### src/rtl/gsim_sweep_ctrl_if.sv
// Handshake and status bundle between the Gauss-Seidel sweep sequencer and its
// datapath/testbench side. The master drives the load strobe and abort.
interface gsim_sweep_ctrl_if #(
  parameter int unsigned ROW_W = 4
);
  logic             in_en;
  logic             abort;
  logic             b_shift;
  logic             row_valid;
  logic [ROW_W-1:0] row_idx;
  logic [5:0]       nb_mask;
  logic             wb_en;
  logic [ROW_W-1:0] wb_row;
  logic [5:0]       sweep_cnt;
  logic             out_valid;
  logic [ROW_W-1:0] out_row;
  logic             busy;
  logic             done;
  logic             load_err;

  modport master (
    output in_en, abort,
    input  b_shift, row_valid, row_idx, nb_mask, wb_en, wb_row,
           sweep_cnt, out_valid, out_row, busy, done, load_err
  );

  modport slave (
    input  in_en, abort,
    output b_shift, row_valid, row_idx, nb_mask, wb_en, wb_row,
           sweep_cnt, out_valid, out_row, busy, done, load_err
  );
endinterface

### src/rtl/gsim_sweep_ctrl.sv
// Sequencer for the N-unknown Gauss-Seidel datapath: counts b-load beats, issues
// one row per cycle for SWEEPS sweeps, and drives masks and delayed write-back.
module gsim_sweep_ctrl #(
  parameter int unsigned N        = 16,
  parameter int unsigned SWEEPS   = 50,
  parameter int unsigned PIPE_LAT = 1
) (
  input  logic             clk,
  input  logic             reset,
  gsim_sweep_ctrl_if.slave bus
);

  localparam int unsigned ROW_W  = (N > 1) ? $clog2(N) : 1;
  localparam int unsigned LCNT_W = $clog2(N + 1);
  localparam int unsigned SWP_W  = 6;
  localparam int unsigned FL_W   = 2;
  localparam int          NS     = N;

  typedef enum logic [1:0] {
    S_IDLE,
    S_LOAD,
    S_RUN,
    S_FLUSH
  } state_e;

  state_e            state_q, state_d;
  logic [LCNT_W-1:0] load_cnt_q, load_cnt_d;
  logic [ROW_W-1:0]  row_q, row_d;
  logic [SWP_W-1:0]  sweep_q, sweep_d;
  logic [FL_W-1:0]   flush_q, flush_d;
  logic              row_valid_q, row_valid_d;
  logic              done_q, done_d;
  logic              load_err_q, load_err_d;
  logic              busy_q;
  logic              dl_clear;
  logic              b_shift_c;
  logic              last_sweep;
  logic [5:0]        nb_mask_c;
  int                row_i;

  // Write-back delay line: entry PIPE_LAT-1 is the oldest (currently retiring) row.
  logic [PIPE_LAT-1:0]            dl_valid_q, dl_last_q;
  logic [PIPE_LAT-1:0][ROW_W-1:0] dl_row_q;
  logic [PIPE_LAT:0]              dl_valid_in, dl_last_in;
  logic [PIPE_LAT:0][ROW_W-1:0]   dl_row_in;

  assign last_sweep  = (sweep_q == SWP_W'(SWEEPS - 1));
  assign dl_valid_in = {dl_valid_q, row_valid_q};
  assign dl_last_in  = {dl_last_q, row_valid_q & last_sweep};
  assign dl_row_in   = {dl_row_q, row_q};

  // Next-state, counter and strobe logic.
  always_comb begin
    state_d     = state_q;
    load_cnt_d  = load_cnt_q;
    row_d       = row_q;
    sweep_d     = sweep_q;
    flush_d     = flush_q;
    row_valid_d = 1'b0;
    done_d      = 1'b0;
    load_err_d  = load_err_q;
    dl_clear    = 1'b0;
    b_shift_c   = 1'b0;

    case (state_q)
      S_IDLE: begin
        // abort has no meaning here, so a beat is always accepted
        if (bus.in_en) begin
          b_shift_c  = 1'b1;
          load_err_d = 1'b0;
          if (N == 1) begin
            state_d     = S_RUN;
            row_valid_d = 1'b1;
            row_d       = '0;
            sweep_d     = '0;
          end else begin
            state_d    = S_LOAD;
            load_cnt_d = LCNT_W'(1);
          end
        end
      end

      S_LOAD: begin
        if (bus.abort) begin
          state_d    = S_IDLE;
          load_cnt_d = '0;
          row_d      = '0;
          sweep_d    = '0;
          flush_d    = '0;
          dl_clear   = 1'b1;
        end else if (bus.in_en) begin
          b_shift_c = 1'b1;
          if (load_cnt_q == LCNT_W'(N - 1)) begin
            state_d     = S_RUN;
            load_cnt_d  = '0;
            row_valid_d = 1'b1;
            row_d       = '0;
            sweep_d     = '0;
          end else begin
            load_cnt_d = load_cnt_q + LCNT_W'(1);
          end
        end
      end

      S_RUN: begin
        if (bus.abort) begin
          state_d    = S_IDLE;
          load_cnt_d = '0;
          row_d      = '0;
          sweep_d    = '0;
          flush_d    = '0;
          dl_clear   = 1'b1;
        end else begin
          load_err_d = load_err_q | bus.in_en;
          if (row_q == ROW_W'(N - 1)) begin
            row_d = '0;
            if (last_sweep) begin
              state_d = S_FLUSH;
              flush_d = '0;
            end else begin
              sweep_d     = sweep_q + SWP_W'(1);
              row_valid_d = 1'b1;
            end
          end else begin
            row_d       = row_q + ROW_W'(1);
            row_valid_d = 1'b1;
          end
        end
      end

      S_FLUSH: begin
        if (bus.abort) begin
          state_d    = S_IDLE;
          load_cnt_d = '0;
          row_d      = '0;
          sweep_d    = '0;
          flush_d    = '0;
          dl_clear   = 1'b1;
        end else begin
          load_err_d = load_err_q | bus.in_en;
          if (flush_q == FL_W'(PIPE_LAT - 1)) begin
            state_d = S_IDLE;
            done_d  = 1'b1;
            sweep_d = '0;
            flush_d = '0;
          end else begin
            flush_d = flush_q + FL_W'(1);
          end
        end
      end

      default: begin
        state_d = S_IDLE;
      end
    endcase
  end

  // Neighbour-zeroing masks for operands that fall outside 0..N-1.
  always_comb begin
    nb_mask_c = '0;
    row_i     = 32'(row_q);
    if (row_valid_q) begin
      nb_mask_c[0] = (row_i == NS - 1);
      nb_mask_c[1] = (row_i == 0);
      nb_mask_c[2] = (row_i >= NS - 2);
      nb_mask_c[3] = (row_i <= 1);
      nb_mask_c[4] = (row_i >= NS - 3);
      nb_mask_c[5] = (row_i <= 2);
    end
  end

  always_ff @(posedge clk or negedge reset) begin
    if (!reset) begin
      state_q     <= S_IDLE;
      load_cnt_q  <= '0;
      row_q       <= '0;
      sweep_q     <= '0;
      flush_q     <= '0;
      row_valid_q <= 1'b0;
      done_q      <= 1'b0;
      load_err_q  <= 1'b0;
      busy_q      <= 1'b0;
    end else begin
      state_q     <= state_d;
      load_cnt_q  <= load_cnt_d;
      row_q       <= row_d;
      sweep_q     <= sweep_d;
      flush_q     <= flush_d;
      row_valid_q <= row_valid_d;
      done_q      <= done_d;
      load_err_q  <= load_err_d;
      busy_q      <= (state_d != S_IDLE);
    end
  end

  // Delay line tracks each issued row until its x_new reaches the datapath output.
  always_ff @(posedge clk or negedge reset) begin
    if (!reset) begin
      dl_valid_q <= '0;
      dl_last_q  <= '0;
      dl_row_q   <= '0;
    end else if (dl_clear) begin
      dl_valid_q <= '0;
      dl_last_q  <= '0;
      dl_row_q   <= '0;
    end else begin
      dl_valid_q <= dl_valid_in[PIPE_LAT-1:0];
      dl_last_q  <= dl_last_in[PIPE_LAT-1:0];
      dl_row_q   <= dl_row_in[PIPE_LAT-1:0];
    end
  end

  assign bus.b_shift   = b_shift_c;
  assign bus.row_valid = row_valid_q;
  assign bus.row_idx   = row_q;
  assign bus.nb_mask   = nb_mask_c;
  assign bus.wb_en     = dl_valid_q[PIPE_LAT-1];
  assign bus.wb_row    = dl_row_q[PIPE_LAT-1];
  assign bus.sweep_cnt = sweep_q;
  assign bus.out_valid = dl_valid_q[PIPE_LAT-1] & dl_last_q[PIPE_LAT-1];
  assign bus.out_row   = dl_row_q[PIPE_LAT-1];
  assign bus.busy      = busy_q;
  assign bus.done      = done_q;
  assign bus.load_err  = load_err_q;

endmodule

### src/flat_wrapper.sv
// flat-port wrapper written by rule: the top's interface ports become plain ports
module gsim_sweep_ctrl_flat 
#(
  parameter int unsigned N        = 16,
  parameter int unsigned SWEEPS   = 50,
  parameter int unsigned PIPE_LAT = 1
)
  (clk, reset, bus_in_en, bus_abort, bus_b_shift, bus_row_valid, bus_row_idx, bus_nb_mask, bus_wb_en, bus_wb_row, bus_sweep_cnt, bus_out_valid, bus_out_row, bus_busy, bus_done, bus_load_err);
  gsim_sweep_ctrl_if #(.ROW_W(4)) bus_i ();
  input  logic clk;
  input  logic reset;
  input wire logic [$bits(bus_i.in_en)-1:0] bus_in_en;
  input wire logic [$bits(bus_i.abort)-1:0] bus_abort;
  output wire logic [$bits(bus_i.b_shift)-1:0] bus_b_shift;
  output wire logic [$bits(bus_i.row_valid)-1:0] bus_row_valid;
  output wire logic [$bits(bus_i.row_idx)-1:0] bus_row_idx;
  output wire logic [$bits(bus_i.nb_mask)-1:0] bus_nb_mask;
  output wire logic [$bits(bus_i.wb_en)-1:0] bus_wb_en;
  output wire logic [$bits(bus_i.wb_row)-1:0] bus_wb_row;
  output wire logic [$bits(bus_i.sweep_cnt)-1:0] bus_sweep_cnt;
  output wire logic [$bits(bus_i.out_valid)-1:0] bus_out_valid;
  output wire logic [$bits(bus_i.out_row)-1:0] bus_out_row;
  output wire logic [$bits(bus_i.busy)-1:0] bus_busy;
  output wire logic [$bits(bus_i.done)-1:0] bus_done;
  output wire logic [$bits(bus_i.load_err)-1:0] bus_load_err;
  assign bus_i.in_en = bus_in_en;
  assign bus_i.abort = bus_abort;
  assign bus_b_shift = bus_i.b_shift;
  assign bus_row_valid = bus_i.row_valid;
  assign bus_row_idx = bus_i.row_idx;
  assign bus_nb_mask = bus_i.nb_mask;
  assign bus_wb_en = bus_i.wb_en;
  assign bus_wb_row = bus_i.wb_row;
  assign bus_sweep_cnt = bus_i.sweep_cnt;
  assign bus_out_valid = bus_i.out_valid;
  assign bus_out_row = bus_i.out_row;
  assign bus_busy = bus_i.busy;
  assign bus_done = bus_i.done;
  assign bus_load_err = bus_i.load_err;
  gsim_sweep_ctrl #(.N(N), .SWEEPS(SWEEPS), .PIPE_LAT(PIPE_LAT)) u_core (.clk(clk), .reset(reset), .bus(bus_i));
endmodule
### config.mk
export PLATFORM = sky130hd
export DESIGN_NAME = gsim_sweep_ctrl_flat
export DESIGN_NICKNAME = d
export VERILOG_FILES = /design/src/rtl/gsim_sweep_ctrl_if.sv /design/src/rtl/gsim_sweep_ctrl.sv /design/src/flat_wrapper.sv
export SDC_FILE = /design/constraint.sdc
export NUM_CORES = 1
export LEC_CHECK = 0
export CORE_MARGIN = 8
export CORE_UTILIZATION = 30
export DETAILED_ROUTE_END_ITERATION = 16
export PLACE_DENSITY = 0.53
export SYNTH_ARGS = -nofsm -noshare
export SYNTH_HDL_FRONTEND = slang
export SYNTH_SLANG_ARGS = --single-unit
### constraint.sdc
create_clock -name clk -period 1.95 [get_ports clk]
set_input_delay 0.195 -clock clk [delete_from_list [all_inputs] [get_ports clk]]
set_output_delay 0.195 -clock clk [all_outputs]
set_load 0.005 [all_outputs]
==> impl_metrics.toml, run 1 <==
[clock_tree]
clkSinkCount = 29
cts_root_buf = "clkbuf_8"
cts_buffer_depth = 2
ctsHoldBuffers = 0
clk_latency_ns = 0.28
clkTransAtPathRegs_ns = 0.06
numCtsBuffers = 5
cts_tree = "done"
htree_levels = 2

[drt]
post-route-drc-count = 0
drtAntennaViolNets = 0
firstDrtPassIters = 4
route.vias.total = 1391
drt_iter0_markers = 34
vias_per_cell = 4.61
finalWirelength_um = 3840
wl_per_cell_um = 12.7

[worst_setup_path]
r2r-start = "u_core.state_q[0]$_DFF_PN0_"
worst-path-buf-inv = 2
r2r_end = "u_core.bus.sweep_cnt[4]$_DFFE_PN0P_"
crit_chain = "buf_4, ha_1, o21a_1, clkdlybuf4s50_1"
crit_type = "register to output pin"
max_stage_delay_ns = 0.44
critical-path-slowest-cell = "dfrtp_2"
critPathLaunchType = "register"
crit_path_end_kind = "output pin"
r2r_cells = 7
critPathArrivalTime_ns = 1.69
endpoint = "bus_nb_mask[3]"
crit_family = "buffers and inverters"
path_depth = 4
crit_start = "u_core.bus.row_idx[0]$_DFFE_PN0P_"
rrSetupSlack_ns = 0.14
cp_max_fo = 7
required_ns = 1.75

[job]
maxCapViolations = 0

[sta]
finalSetupViolations = 0
skew_ns = 0.00703
slew_headroom_pct = 74.4
slew_violations = 0
max_freq_mhz = 531
fin_crit_sh_pct = 96.6
hold_viol = 0
period_needed_ns = 1.88
max_slew.worst_pin.slew_ns = 0.384
hold_slack_ns = 0.309

[hold_path]
min_path_type = "input pin to async pin"

[placed_design]
dp_hpwl_um = 2940
place_area_um2 = 2200
gp_congestion = 0.783
io_buffers = 34

[floorplan]
rows = 27
die_h_um = 91.1
initial_core_util_pct = 30.9
core-area_um2 = 5470
fp.dieW_um = 91.1
ios = 35
die_area_um2 = 8290

[global_routing]
grt_pass1_wl_um = 6710
grt_pass1_vias = 1407
grt_max_degree = 30
grt_use_total_pct = 9.98
antenna_found_initial = 0
grt-ovfl-total = 0

[yosys]
synth.area.top_cells = "dfrtp_1, ha_1, nor2_1"
syn-mean-instance-area_um2 = 9.50
yosys_warnings = 0
synthesis.area_um2 = 1690
yosys.cell_types.count = 35
ys_ff_latch = 29
ys_seq_area_share_pct = 42.9
synth_top_cell_by_area = "dfrtp_1"
syn-num-nets = 195
syn_inst = 178
netlist.area_leader.share_pct = 42.9

[final_layout]
n_fill_cell = 570
final_area_um2 = 2340
antenna_cells = 0
final_layout_size_suffix_gt1_share_pct = 16.5
final_net_count = 247
layout-area-overhead-vs-synth_pct = 38.2

[power_and_ir_drop]
p_per_area_nw_per_um2 = 729
power_leakage_nw = 1.05
irDropWorstVdd_v = 0.000336

[outcome]
outcome = "finished, final reports clean"
[timing repair]
item | CTS | global route
pin swaps | 0 | 1
cloned | 0 | 0
setup buffers | 1 | 1
resized for setup | 6 | 9
setup endpoints to repair | 2 | 6
[layer usage]
metal  vias to the layer above  part of all wire (%)  GRT usage [%]
li1                        715                     -              -
met1                       643                    48           12.4
met2                        26                    45           15.0
met3                         7                   4.5           3.54
met4                         0                   1.8           4.91
met5                         -                     0              0
[state kept, by name, summed over array words and instances, names as in the netlist]
| signal | flops |
|---|---|
| u_core.bus.sweep_cnt | 6 |
| u_core.dl_last_q | 1 |
| u_core.bus.wb_en | 1 |
| u_core.bus.out_row | 4 |
| u_core.bus.busy | 1 |
| u_core.load_cnt_q | 5 |
| u_core.state_q | 2 |
| u_core.bus.load_err | 1 |
| u_core.bus.row_idx | 4 |
| u_core.bus.done | 1 |
| u_core.flush_q | 2 |
| u_core.bus.row_valid | 1 |
[per-stage QoR]
step	power [mW]	utilization [%]	TNS (ns)	std cells	worst slack (ns)
2_1_floorplan	0.991	-	0	178	0.146
3_3_place_gp	1.20	40.1	0	293	0.0658
3_5_place_dp	1.20	40.1	0	293	0.00818
4_1_cts	1.73	42.2	0	301	0.00873
5_1_grt	1.83	42.7	-0.000136	302	-0.000136
6_report	1.70	42.7	0	302	0.0660
[synth_stat cells]
master	n
a31oi_2	1
nor2b_1	5
nor2_1	18
o31ai_1	4
mux2i_1	3
nand4_1	1
buf_2	2
or3_1	1
nand2b_1	8
o21ai_0	12
nor3_1	4
nor3b_1	2
and2_1	8
nand3_1	11
a22o_1	2
o2111ai_1	1
o2111ai_2	1
or2b_1	1
a21oi_1	7
o221ai_1	1
nand4b_4	1
dfrtp_1	29
inv_1	10
nand2_1	12
and3_1	1
ha_1	13
o21a_1	4
o211ai_2	1
o21ai_1	2
a31oi_1	2
o22ai_4	1
xor2_1	3
buf_4	4
a21boi_0	1
clkbuf_1	1
[final cells by class]
cell class                 instances  area [µm²]  share of cell area, %
timing repair buffer              52         479                   20.5
tap                               72        90.1                   3.86
sequential                        29         728                   31.2
multi-input combinational        132         915                   39.2
clock buffer                       7        86.3                   3.70
inverter                          10        37.5                   1.61
[worst min-delay path by stage]
| stage | from | endpoint | slack [ns] | cells past startpoint |
|---|---|---|---|---|
| after global placement | u_core.load_cnt_q[4]$_DFFE_PN0P_ | u_core.load_cnt_q[4]$_DFFE_PN0P_ | 0.48 | 1 |
| after detailed placement | u_core.load_cnt_q[4]$_DFFE_PN0P_ | u_core.load_cnt_q[4]$_DFFE_PN0P_ | 0.48 | 1 |
| after global routing | reset | u_core.bus.row_idx[1]$_DFFE_PN0P_ | 0.33 | 2 |
| after floorplan | reset | u_core.bus.busy$_DFF_PN0_ | -0.10 | 0 |
| final | reset | u_core.bus.row_idx[1]$_DFFE_PN0P_ | 0.31 | 2 |
| after CTS | reset | u_core.bus.row_idx[1]$_DFFE_PN0P_ | 0.31 | 2 |
[placed cells by master, fill, tap and decap left out, drive strengths merged, types with 3 or more instances in the layout]
| master | netlist | routed |
|---|---|---|
| o21a | 4 | 4 |
| dfrtp | 29 | 29 |
| ha | 13 | 13 |
| clkdlybuf4s50 | 0 | 31 |
| nor2b | 5 | 5 |
| mux2i | 3 | 3 |
| nand2 | 12 | 12 |
| nand3 | 11 | 11 |
| nor3 | 4 | 4 |
| clkbuf | 1 | 7 |
| and2 | 8 | 8 |
| o31ai | 4 | 4 |
| nand2b | 8 | 8 |
| xor2 | 3 | 3 |
| nor2 | 18 | 18 |
| a21oi | 7 | 7 |
| o21ai | 14 | 14 |
| a31oi | 3 | 3 |
| inv | 10 | 10 |
| buf | 6 | 18 |
[report_power, final]
part           internal (mW)  switching (mW)  total [mW]  leakage, nW
clock                  0.279           0.208       0.487       0.0443
sequential             0.647          0.0357       0.683        0.395
combinational          0.250           0.283       0.533        0.611
total                   1.18           0.527        1.70         1.05
[kinds of logic after synthesis]
kind of cell / synth area share (%)
AO/OA/AOI/OAI: 16.6
multiplexers: 1.78
XOR/XNOR: 1.55
AND/OR/NAND/NOR: 22.7
flip-flops: 42.9
adder cells (fa/ha/maj): 9.62
buffers and inverters: 4.81
(Power assumes the default switching activity.)
==> run 2: changes to the inputs <==
--- a/config.mk
+++ b/config.mk
@@ -7,6 +7,7 @@
 export LEC_CHECK = 0
 export CORE_MARGIN = 8
 export CORE_UTILIZATION = 30
+export CTS_BUF_LIST = sky130_fd_sc_hd__clkbuf_4
 export DETAILED_ROUTE_END_ITERATION = 16
 export PLACE_DENSITY = 0.53
 export SYNTH_ARGS = -nofsm -noshare
==> run 2 against run 1 <==
Compared with the run above: hold slack worse by 0.046 ns; clock-buffer cell count down 1; sequential share of layout area up 0.41 points; final area shrank 1.3%; clock power is 31% lower; clock skew about the same; via count up 0.43%; register-to-register slack worse by 0.05 ns; setup slack improved by 0.026 ns; core utilization shrank 0.55 points; largest power group unchanged.
==> impl_metrics.toml, run 2 (synthesized netlist as in run 1, its figures left out) <==
[outcome]
outcome = "finished, final reports clean"

[drt]
finalWirelength_um = 3880
vias_per_cell = 4.60
post-route-drc-count = 0
wl_per_cell_um = 12.8
drtAntennaViolNets = 0
drt_iter0_markers = 32
route.vias.total = 1397
firstDrtPassIters = 4

[final_layout]
final_util_pct = 42.1
layout-area-overhead-vs-synth_pct = 36.4
final_area_um2 = 2310
final_net_count = 249
largest_reg_flops = 6
mostFrequentLayoutCells = "clkdlybuf4s50_1, dfrtp_1, buf_4"
final_common_cell = "clkdlybuf4s50_1"
antenna_cells = 0
final_layout_size_suffix_gt1_share_pct = 17.7

[sta]
max_slew.worst_pin.slew_ns = 0.380
finalSetupViolations = 0
hold_slack_ns = 0.263
period_needed_ns = 1.86
max_freq_mhz = 538
slew_violations = 0
hold_viol = 0
skew_ns = 0.00726
fin_crit_sh_pct = 95.3
rsz0062_at_grt = "false"
slew_headroom_pct = 74.6

[worst_setup_path]
required_ns = 2.20
r2r_end = "u_core.bus.sweep_cnt[4]$_DFFE_PN0P_"
r2r_cells = 7
critPathLaunchType = "register"
crit_type = "register to register"
crit_family = "compound AO/OA/AOI/OAI gates"
cp_max_fo = 4
max_stage_delay_ns = 0.44
crit_chain = "ha_2, nor2b_4, buf_4, o22ai_4, o2111ai_2, or3_1, a21oi_1"
rrSetupSlack_ns = 0.09
critical-path-slowest-cell = "dfrtp_1"
r2r-start = "u_core.state_q[0]$_DFF_PN0_"
crit_start = "u_core.state_q[0]$_DFF_PN0_"
critPathArrivalTime_ns = 2.11
worst-path-buf-inv = 1
crit_path_end_kind = "register"

[floorplan]
rows = 27
initial_core_util_pct = 30.9
die_h_um = 91.1
core-area_um2 = 5470
die_area_um2 = 8290
fp.dieW_um = 91.1
ios = 35

[global_routing]
grt_max_degree = 30
grt-ovfl-total = 0
grt_use_total_pct = 10.1
grt_pass1_vias = 1440
grt_pass1_wl_um = 6840
antenna_found_initial = 0

[clock_tree]
cts_buffer_depth = 2
clkSinkCount = 29
clkTransAtPathRegs_ns = 0.09
ctsHoldBuffers = 0
htree_levels = 2
clk_latency_ns = 0.32
cts_tree = "done"
cts_root_buf = "clkbuf_4"
numCtsBuffers = 5

[placed_design]
io_buffers = 34
place_area_um2 = 2200
gp_congestion = 0.783
dp_hpwl_um = 2940

[power_and_ir_drop]
irDropWorstVdd_v = 0.000284
p_per_area_nw_per_um2 = 682
power_leakage_nw = 1.03

[hold_path]
min_path_type = "input pin to async pin"

[job]
maxCapViolations = 0
## run 2: cell types whose count changed in the layout (fill, tap and decap cells not counted), moves of 2 or more
cell | before | now
buf_4 | 18 | 20
ha_2 | 2 | 4
clkdlybuf4s50_1 | 31 | 29
dlygate4sd2_1 | 1 | 4
clkbuf_8 | 6 | 0
clkbuf_4 | 0 | 6
ha_1 | 11 | 9
## run 2: area by class of cell
type,instances,area (µm²)
clock inverters,1,3.75
fillers,578,3170
repair buffers,54,488
inverters,10,37.5
flip-flops and latches,29,728
clock buffers,6,45.0
multi-input cells,132,913
well taps,72,90.1
## run 2: worst max-delay path by stage
stage	endpoint	slack, ns	depth (start not counted)
2_1_floorplan	u_core.bus.sweep_cnt[4]$_DFFE_PN0P_	0.15	7
3_3_place_gp	u_core.bus.sweep_cnt[4]$_DFFE_PN0P_	0.07	6
3_5_place_dp	u_core.bus.sweep_cnt[4]$_DFFE_PN0P_	0.008	6
4_1_cts	bus_b_shift	-0.03	5
5_1_grt	u_core.bus.sweep_cnt[4]$_DFFE_PN0P_	0.02	7
6_report	u_core.bus.sweep_cnt[4]$_DFFE_PN0P_	0.09	7
## run 2: metal layers
| metal | routed length (µm) | share of wire [%] | vias to the layer above | track usage (%) |
|---|---|---|---|---|
| li1 | - | - | 718 | - |
| met1 | 1870 | 48 | 649 | 12.4 |
| met2 | 1790 | 46 | 25 | 15.7 |
| met3 | 170 | 4.4 | 5 | 3.54 |
| met4 | 49 | 1.3 | 0 | 4.50 |
| met5 | 0 | 0 | - | 0 |
## run 2: where the power goes
part           switching (mW)  internal [mW]  total, mW
clock network           0.192          0.144      0.337
registers              0.0394          0.646      0.685
logic                   0.290          0.262      0.552
## run 2: per-stage QoR
stage               instances  total power [mW]  setup TNS [ns]  setup slack (ns)
detailed placement        293              1.20               0           0.00818
CTS                       303              1.59         -0.0349           -0.0349
global placement          293              1.20               0            0.0658
global route              304              1.69               0            0.0170
finish                    304              1.57               0            0.0924
floorplan                 178             0.991               0             0.146
## run 2: timing repair
| action | CTS | global route |
|---|---|---|
| resized for setup | 12 | 4 |
| pin swaps | 1 | 0 |
| setup buffers | 3 | 1 |
| endpoints found under the setup margin | 5 | 3 |
